==> config.mk <==
export PLATFORM = sky130hd
export DESIGN_NAME = fifo_rd_packer
export DESIGN_NICKNAME = d
export VERILOG_FILES = /design/src/rtl/fifo_rd_packer.sv
export SDC_FILE = /design/constraint.sdc
export NUM_CORES = 1
export LEC_CHECK = 0
export ABC_CLOCK_PERIOD_IN_PS = 6100
export CORE_MARGIN = 3
export CORE_UTILIZATION = 59
export CTS_BUF_LIST = sky130_fd_sc_hd__clkbuf_8
export DETAILED_ROUTE_END_ITERATION = 16
export PLACE_DENSITY = 0.84
export SLEW_MARGIN = 20
export SYNTH_ARGS = -nofsm -noshare
export SYNTH_HDL_FRONTEND = slang
export SYNTH_SLANG_ARGS = --single-unit
==> constraint.sdc <==
create_clock -name clk -period 6.1 [get_ports clk]
set_input_delay 1.22 -clock clk [delete_from_list [all_inputs] [get_ports clk]]
set_output_delay 1.22 -clock clk [all_outputs]
set_load 0.005 [all_outputs]
==> src/rtl/fifo_rd_packer.sv <==
// Drain stage for a standard-mode fifo_sync: packs pPACK narrow entries LSB-first
// into one wide word on a registered valid/ready port, with flush and idle-timeout partial emits.
module fifo_rd_packer #(
  parameter int pIN_WIDTH = 8,
  parameter int pPACK     = 4,
  parameter int pTIMEOUT  = 16,
  localparam int pCNT_W   = $clog2(pPACK) + 1
) (
  input  logic                         clk,
  input  logic                         reset,
  input  logic                         fifo_empty,
  output logic                         fifo_ren,
  input  logic [pIN_WIDTH-1:0]         fifo_rdata,
  input  logic                         flush,
  output logic [pIN_WIDTH*pPACK-1:0]   out_data,
  output logic [pCNT_W-1:0]            out_count,
  output logic                         out_valid,
  input  logic                         out_ready,
  output logic                         busy
);

  localparam int pIDLE_W = (pTIMEOUT > 1) ? $clog2(pTIMEOUT + 1) : 1;
  localparam logic [pIDLE_W-1:0] IDLE_LAST = pIDLE_W'((pTIMEOUT > 0) ? pTIMEOUT - 1 : 0);
  localparam logic [pCNT_W-1:0]  PACK_N    = pCNT_W'(pPACK);
  localparam logic [pCNT_W:0]    PACK_N1   = (pCNT_W + 1)'(pPACK);

  typedef enum logic [1:0] {
    ST_FILL  = 2'd0,
    ST_DRAIN = 2'd1,
    ST_EMIT  = 2'd2
  } state_t;

  state_t                        r_state, w_state_next;
  logic [pIN_WIDTH-1:0]          r_acc [pPACK];
  logic [pCNT_W-1:0]             r_acc_cnt;
  logic                          r_rd_pend;
  logic [pIDLE_W-1:0]            r_idle_cnt;
  logic                          r_flush_lat;
  logic [pIN_WIDTH*pPACK-1:0]    r_out_data;
  logic [pCNT_W-1:0]             r_out_count;
  logic                          r_out_valid;

  logic                          w_out_free, w_xfer, w_ren, w_idle_cond, w_idle_hit, w_flush_take;
  logic [pCNT_W-1:0]             w_acc_cnt_eff, w_acc_cnt_next, w_land_lane;
  logic [pIN_WIDTH*pPACK-1:0]    w_pack;

  // Lanes at or above the current count are forced to zero in the outgoing word.
  genvar gi;
  generate
    for (gi = 0; gi < pPACK; gi++) begin : g_lane
      assign w_pack[gi*pIN_WIDTH +: pIN_WIDTH] = (pCNT_W'(gi) < r_acc_cnt) ? r_acc[gi] : '0;
    end
  endgenerate

  always_ff @(posedge clk) begin
    if (reset) r_state <= ST_FILL;
    else       r_state <= w_state_next;
  end

  always_comb begin
    w_state_next = r_state;
    w_out_free   = !r_out_valid || out_ready;
    w_xfer       = ((r_state != ST_EMIT) && (r_acc_cnt == PACK_N) && w_out_free) ||
                   ((r_state == ST_EMIT) && w_out_free);
    w_acc_cnt_eff = w_xfer ? '0 : r_acc_cnt;
    w_ren = (r_state == ST_FILL) && !fifo_empty &&
            (({1'b0, w_acc_cnt_eff} + {{pCNT_W{1'b0}}, r_rd_pend}) < PACK_N1);
    // A landing entry during a transfer starts the next word in lane 0.
    w_land_lane = w_xfer ? '0 : r_acc_cnt;
    if (r_rd_pend) w_acc_cnt_next = w_land_lane + pCNT_W'(1);
    else           w_acc_cnt_next = w_acc_cnt_eff;
    w_idle_cond  = (r_state == ST_FILL) && (r_acc_cnt != '0) && fifo_empty && !r_rd_pend;
    w_idle_hit   = (pTIMEOUT != 0) && (r_idle_cnt == IDLE_LAST) && (r_acc_cnt != '0);
    w_flush_take = (r_state == ST_FILL) && r_flush_lat;
    case (r_state)
      ST_FILL:  if (r_flush_lat || w_idle_hit) w_state_next = ST_DRAIN;
      ST_DRAIN: if (!r_rd_pend) w_state_next = (w_acc_cnt_next != '0) ? ST_EMIT : ST_FILL;
      ST_EMIT:  if (w_out_free) w_state_next = ST_FILL;
      default:  w_state_next = ST_FILL;
    endcase
  end

  always_ff @(posedge clk) begin
    if (reset) begin
      for (int i = 0; i < pPACK; i++) r_acc[i] <= '0;
      r_acc_cnt   <= '0;
      r_rd_pend   <= 1'b0;
      r_idle_cnt  <= '0;
      r_flush_lat <= 1'b0;
      r_out_data  <= '0;
      r_out_count <= '0;
      r_out_valid <= 1'b0;
    end else begin
      r_rd_pend   <= w_ren;
      r_acc_cnt   <= w_acc_cnt_next;
      r_flush_lat <= flush || (r_flush_lat && !w_flush_take);
      for (int i = 0; i < pPACK; i++) begin
        if (r_rd_pend && (w_land_lane == pCNT_W'(i))) r_acc[i] <= fifo_rdata;
      end
      if (!w_idle_cond)           r_idle_cnt <= '0;
      else if (r_idle_cnt != '1)  r_idle_cnt <= r_idle_cnt + pIDLE_W'(1);
      if (w_xfer) begin
        r_out_data  <= w_pack;
        r_out_count <= r_acc_cnt;
        r_out_valid <= 1'b1;
      end else if (out_ready) begin
        r_out_valid <= 1'b0;
      end
    end
  end

  assign fifo_ren  = w_ren;
  assign out_data  = r_out_data;
  assign out_count = r_out_count;
  assign out_valid = r_out_valid;
  assign busy      = (r_acc_cnt != '0) || r_rd_pend || r_out_valid || (r_state != ST_FILL);

endmodule

After elaboration in Yosys (flattened, before gate mapping)
Memories as Yosys holds them, arrays and structs flattened.
Cells that the tools add are included.
{"block": "classes", "n_addsub": 3, "order_cmp": 5, "n_eq_ne": 12, "mux": 31, "bitwise": 5, "n_reduce_logical": 34}
{"operator": "2-to-1 mux 8 bit", "count": 8}
{"operator": "2-to-1 mux 1 bit", "count": 16}
{"operator": "logical AND 1 bit", "count": 15}
{"operator": "2-to-1 mux 2 bit", "count": 4}
{"operator": "logical OR 1 bit", "count": 7}
{"operator": "== test 3 x 2 -> 1 bit (second input constant)", "count": 2}
{"operator": "less-than comparator 1 x 3 -> 1 bit (first input constant)", "count": 2}
{"operator": "less-than comparator 2 x 3 -> 1 bit (first input constant)", "count": 2}
{"operator": "2-to-1 mux 3 bit", "count": 2}
{"operator": "inequality test 2 bit (second input constant)", "count": 3}
{"operator": "case mux 2 bit (3 select lines)", "count": 1}
{"operator": "nonzero test 3 bit", "count": 2}
{"operator": "adder 5 x 1 -> 5 bit (second input constant)", "count": 1}
{"operator": "== test 5 x 4 -> 1 bit (second input constant)", "count": 1}
{"operator": "inequality test 5 bit (second input constant)", "count": 1}
{"operator": "adder 3 x 1 -> 4 bit", "count": 1}
{"operator": "zero test 1 bit", "count": 4}
{"operator": "less-than comparator 4 x 3 -> 1 bit (second input constant)", "count": 1}
{"operator": "bitwise OR 1 bit", "count": 4}
{"operator": "nonzero test 2 bit", "count": 2}
{"operator": "adder 3 x 1 -> 3 bit (second input constant)", "count": 1}
{"operator": "== test 3 x 1 -> 1 bit (second input constant)", "count": 1}
{"operator": "== test 3 bit (second input constant)", "count": 1}
{"operator": "zero test 3 bit", "count": 1}
{"operator": "7 further kinds", "count": 7}
{"block": "word_totals", "register_bits": 48, "ramBits": 32, "input_bits": 13, "output_inout_bits": 38, "wordCells": 99, "memories": 1}
{"name": "r_acc", "words": 4, "width": 8, "read_ports": 4, "rd_clocked_by_memory_dff": 0, "write_ports": 4, "line_no": "34", "rtl": "logic [pIN_WIDTH-1:0] r_acc [pPACK];"}

Depth between registers and ports, before layout
{"block": "logic_depth", "ltp_word": 11, "ltp_mapped": 11, "depth_no_buf": 9}

Worst setup path before layout
No wires, ideal clock.
{"block": "synth_timing", "kind": "input to output", "from": "input port out_ready", "to": "output port fifo_ren", "t_arrival_ps": 2486, "required_time_ps": 4880, "setup_slack_ps": 2394, "path_stages": 10, "path_buffers": 2, "path_cell_list": "nor2b_1 -> a21o_1 -> buf_2 -> buf_2 -> nand2_1 -> inv_1 -> ha_1 -> a21oi_1 -> nor2_1 -> nor2_1"}
{"block": "synth_between", "elab_chain_cells": 7, "word_cells_on_any_way": 8, "cone_classes": "add/sub: 1; order compare: 1; mux: 1; reduce/logical: 5"}
{"item": "start, declared", "line_no": "18", "rtl": "input logic out_ready,"}
{"item": "logical OR 1 bit *", "line_no": "62", "rtl": "w_out_free = !r_out_valid || out_ready;"}
{"item": "logical AND 1 bit (on tied branches)", "line_no": "63, 64"}
{"item": "logical OR 1 bit *", "line_no": "63", "rtl": "w_xfer = ((r_state != ST_EMIT) && (r_acc_cnt == PACK_N) && w_out_free) ||"}
{"item": "2-to-1 mux 3 bit *", "line_no": "65", "rtl": "w_acc_cnt_eff = w_xfer ? '0 : r_acc_cnt;"}
{"item": "adder 3 x 1 -> 4 bit *", "line_no": "67", "rtl": "(({1'b0, w_acc_cnt_eff} + {{pCNT_W{1'b0}}, r_rd_pend}) < PACK_N1);"}
{"item": "less-than comparator 4 x 3 -> 1 bit *", "line_no": "67"}
{"item": "logical AND 1 bit *", "line_no": "66", "rtl": "w_ren = (r_state == ST_FILL) && !fifo_empty &&"}
{"item": "end, declared", "line_no": "12", "rtl": "output logic fifo_ren,"}
Mark *: on every way between the ends. The rest lies on a longest branch, timed or not.

Worst setup path in the final report
Same ends and word-level chain as after synthesis.

==> impl_results.md <==
* Vias at 2389
* Cell Area, Placed at 3740 um2
* First-pass GRT wire length at 10500 um
* Clk buf depth at 2
* Wirelength per Cell at 14.3 um
* Period utilisation layout at 0.784
* GRT Total Usage at 0.218
* Hold buffers post-CTS at 0
* Setup crit end kind: output pin
* WHS Endpoint: out_data[10]
* Netlist cell types at 36
* Grt ovf at 0
* R2R Path Start: r_acc_cnt[2]
* Slowest stage cell, crit path: clkdlybuf4s50_1
* Mapped cell area at 3230 um2
* CTS tree: done
* Final ANT Viol Nets at 0
* Post-CTS Setup Repair Bufs at 0
* CP max FO at 37
* RSZ-0062 raised after global routing: false
* Fin nets at 389
* Mean Syn Cell Area at 10.1 um2
* Synthesis-stage register bit count at 80
* Post-route DRC at 0
* Critical path type: in2out
* Slew @ Worst Pin at 0.771 ns
* WL final at 6300 um
* Area Overhead vs Synth at 20.9%
* Fmax at 209 MHz
* Design Area, Final at 3910 um2
* Sink Count at 80
* Initial antenna violation count at 0
* Port Buffer Count at 50
* Relative slew slack at 0.484
* Number of global-route vias before repair at 2177
* HP Start: out_data[10]
* Critical Path RT at 4.88 ns
* Crit-path cells: clkdlybuf4s50_1 -> nor2b_1 -> a21o_1 -> buf_4 -> nand2_1 -> inv_1 -> ha_1 -> a21oi_1 -> nor2_1 -> nor2_1 -> clkdlybuf4s50_1
* Reg-to-reg setup timing slack at 3.02 ns
* Clock transition at the registers of the reported paths at 0.07 ns
* Pre-CTS setup slack at 1.32 ns
* Max H-tree Level at 3
* Crit-path max cell delay at 0.45 ns
* Std-Cell Rows at 26
* Final RePlAce weighted congestion at 0.844
* Maxcap violations at 0
* Core footprint at 5200 um2
* PwrDens at 247 nW/um2
* Hold path depth at 2
* Final Max Slew Viols at 0
* Post-cts sizing count at 0
* Cells after Synth at 321
* Setup WS post-layout at 1.32 ns
* Hold Crit Class: reg2reg
* Root Buffer: clkbuf_8
* DP Wirelength at 4240 um
* Seq/Total Area, Yosys at 0.594
* Endpoints failing setup at 0
* Crit path arrival time at 3.56 ns
* Worst-skew pair later-pin latency at 0.34 ns
* Reg2reg end: r_acc[1][2]
* Iter 0 DRT Violations at 178
* Maximum vdd drop at 149 uV
* Chip width at 80.0 um
* Chip Height at 80.0 um
* Ant. Diodes at 0
* Setup crit start kind: input pin
* Leakage at 1.38 nW
* Setup clock skew after layout at 0.00978 ns
* I/O pin count at 51
* Initial core utilization at 0.621
* FF-to-FF path depth at 8
* Largest net degree at the start of global routing at 39
* Share of layout cells above drive strength 1 at 0.0538
* YS warnings at 0
* CTS buffer count at 9
* DIE AREA at 6400 um2
* DRT Pass-1 Iters at 4
* Fin util at 0.751
* Min Tclk post-route at 4.78 ns
* Setup TNS at 0 ns
* Routed vias/inst at 5.40
* Status: completed
* Syn_nets at 343
* Hold Violations, Final at 0
==> how the worst max path moves through the flow <==
stage | start | endpoint | slack [ns]
floorplan | out_ready | fifo_ren | 2.39
global placement | out_ready | fifo_ren | 1.38
detailed placement | out_ready | fifo_ren | 1.32
CTS | out_ready | fifo_ren | 1.32
global route | out_ready | fifo_ren | 1.11
finish | out_ready | fifo_ren | 1.32
==> flip-flops by register name, summed over array words and instances, names as in the netlist <==
name / cells
r_acc_cnt: 3
r_flush_lat: 1
out_count: 3
r_acc: 32
out_data: 32
r_rd_pend: 1
r_state: 2
r_idle_cnt: 5
out_valid: 1
==> synth_stat cells <==
library cell	n	area share
dfxtp_1	48	0.30
buf_2	3	0.0046
nor2b_1	5	0.0097
a311oi_1	1	0.0027
ha_1	9	0.035
nand4b_1	1	0.0027
or3b_1	1	0.0027
a31oi_1	1	0.0019
o211ai_2	1	0.0039
and3_1	1	0.0019
edfxtp_1	32	0.30
nand3_1	24	0.037
nor3_1	1	0.0015
o211ai_1	2	0.0046
nand2_1	43	0.050
xnor2_1	1	0.0027
buf_6	4	0.014
a21o_1	1	0.0023
nand2b_1	16	0.031
inv_1	6	0.0070
nand4bb_1	1	0.0035
mux2i_1	1	0.0031
a21oi_1	41	0.063
a22oi_1	1	0.0023
nor4_1	1	0.0019
a211oi_1	1	0.0023
a21oi_2	1	0.0027
a221oi_1	1	0.0027
xor2_1	2	0.0054
or3_1	3	0.0058
and2_1	8	0.015
or2_2	2	0.0039
nand3b_1	9	0.021
nor2_1	34	0.039
clkbuf_1	11	0.013
o21ai_0	3	0.0046
==> layout by cell type, fill, tap and decap left out, drive strengths merged, types with 2 or more instances in the layout <==
master / netlist / layout
a21oi: 42 / 42
and2: 8 / 8
buf: 7 / 3
clkbuf: 11 / 10
clkdlybuf4s50: 0 / 50
clkinv: 0 / 3
dfxtp: 48 / 48
edfxtp: 32 / 32
ha: 9 / 9
inv: 6 / 9
nand2: 43 / 43
nand2b: 16 / 16
nand3: 24 / 24
nand3b: 9 / 9
nor2: 34 / 34
nor2b: 5 / 5
o211ai: 3 / 3
o21ai: 3 / 3
or2: 2 / 2
or3: 3 / 3
xor2: 2 / 2
==> cells by family after synthesis <==
group | Yosys count | synth area share
and+or+nand+nor | 150 | 0.228
DFF | 80 | 0.594
buffers and inverters | 24 | 0.0383
adders and majority gates | 9 | 0.0348
xor gates and xnor gates | 3 | 0.00813
muxes | 1 | 0.00310
AOI/OAI and AO/OA | 54 | 0.0937
==> metrics by stage <==
step / std cells / total power [mW] / hold slack, ns
after floorplan: 321 / 0.623 / 0.448
after global routing: 442 / 0.999 / 0.469
after detailed placement: 426 / 0.647 / 0.443
after global placement: 426 / 0.645 / 0.439
after CTS: 442 / 0.972 / 0.453
final: 442 / 0.964 / 0.451
==> per-layer routing <==
metal,vias to the layer above,GRT usage,wire [um]
met5,-,0,0
li1,1188,-,-
met3,18,0.0497,373
met4,0,0.110,187
met1,1097,0.275,2720
met2,86,0.349,3020
==> cell type report <==
class                           count  area (um2)
Tap cell                           70        87.6
Clock inverter                      6        30.0
Fill cell                         386        1290
Multi-Input combinational cell    217        1190
Clock buffer                       10         138
Inverter                            6        22.5
Sequential cell                    80        1920
Timing Repair Buffer               53         523
==> worst max-delay path, delay by kind of cell <==
| family | cells | cell delay (ns) |
|---|---|---|
| AOI/OAI and AO/OA | 2 | 0.18 |
| adders and majority gates | 1 | 0.15 |
| buffers and inverters | 4 | 1.33 |
| and+or+nand+nor | 4 | 0.66 |
==> power by group <==
group	internal, mW	switching [mW]	leakage, nW
clock	0.154	0.174	0.0998
combinational	0.0238	0.0352	0.564
sequential	0.569	0.00786	0.720
total	0.747	0.218	1.38
No activity file was read; power rests on OpenSTA's default activity.
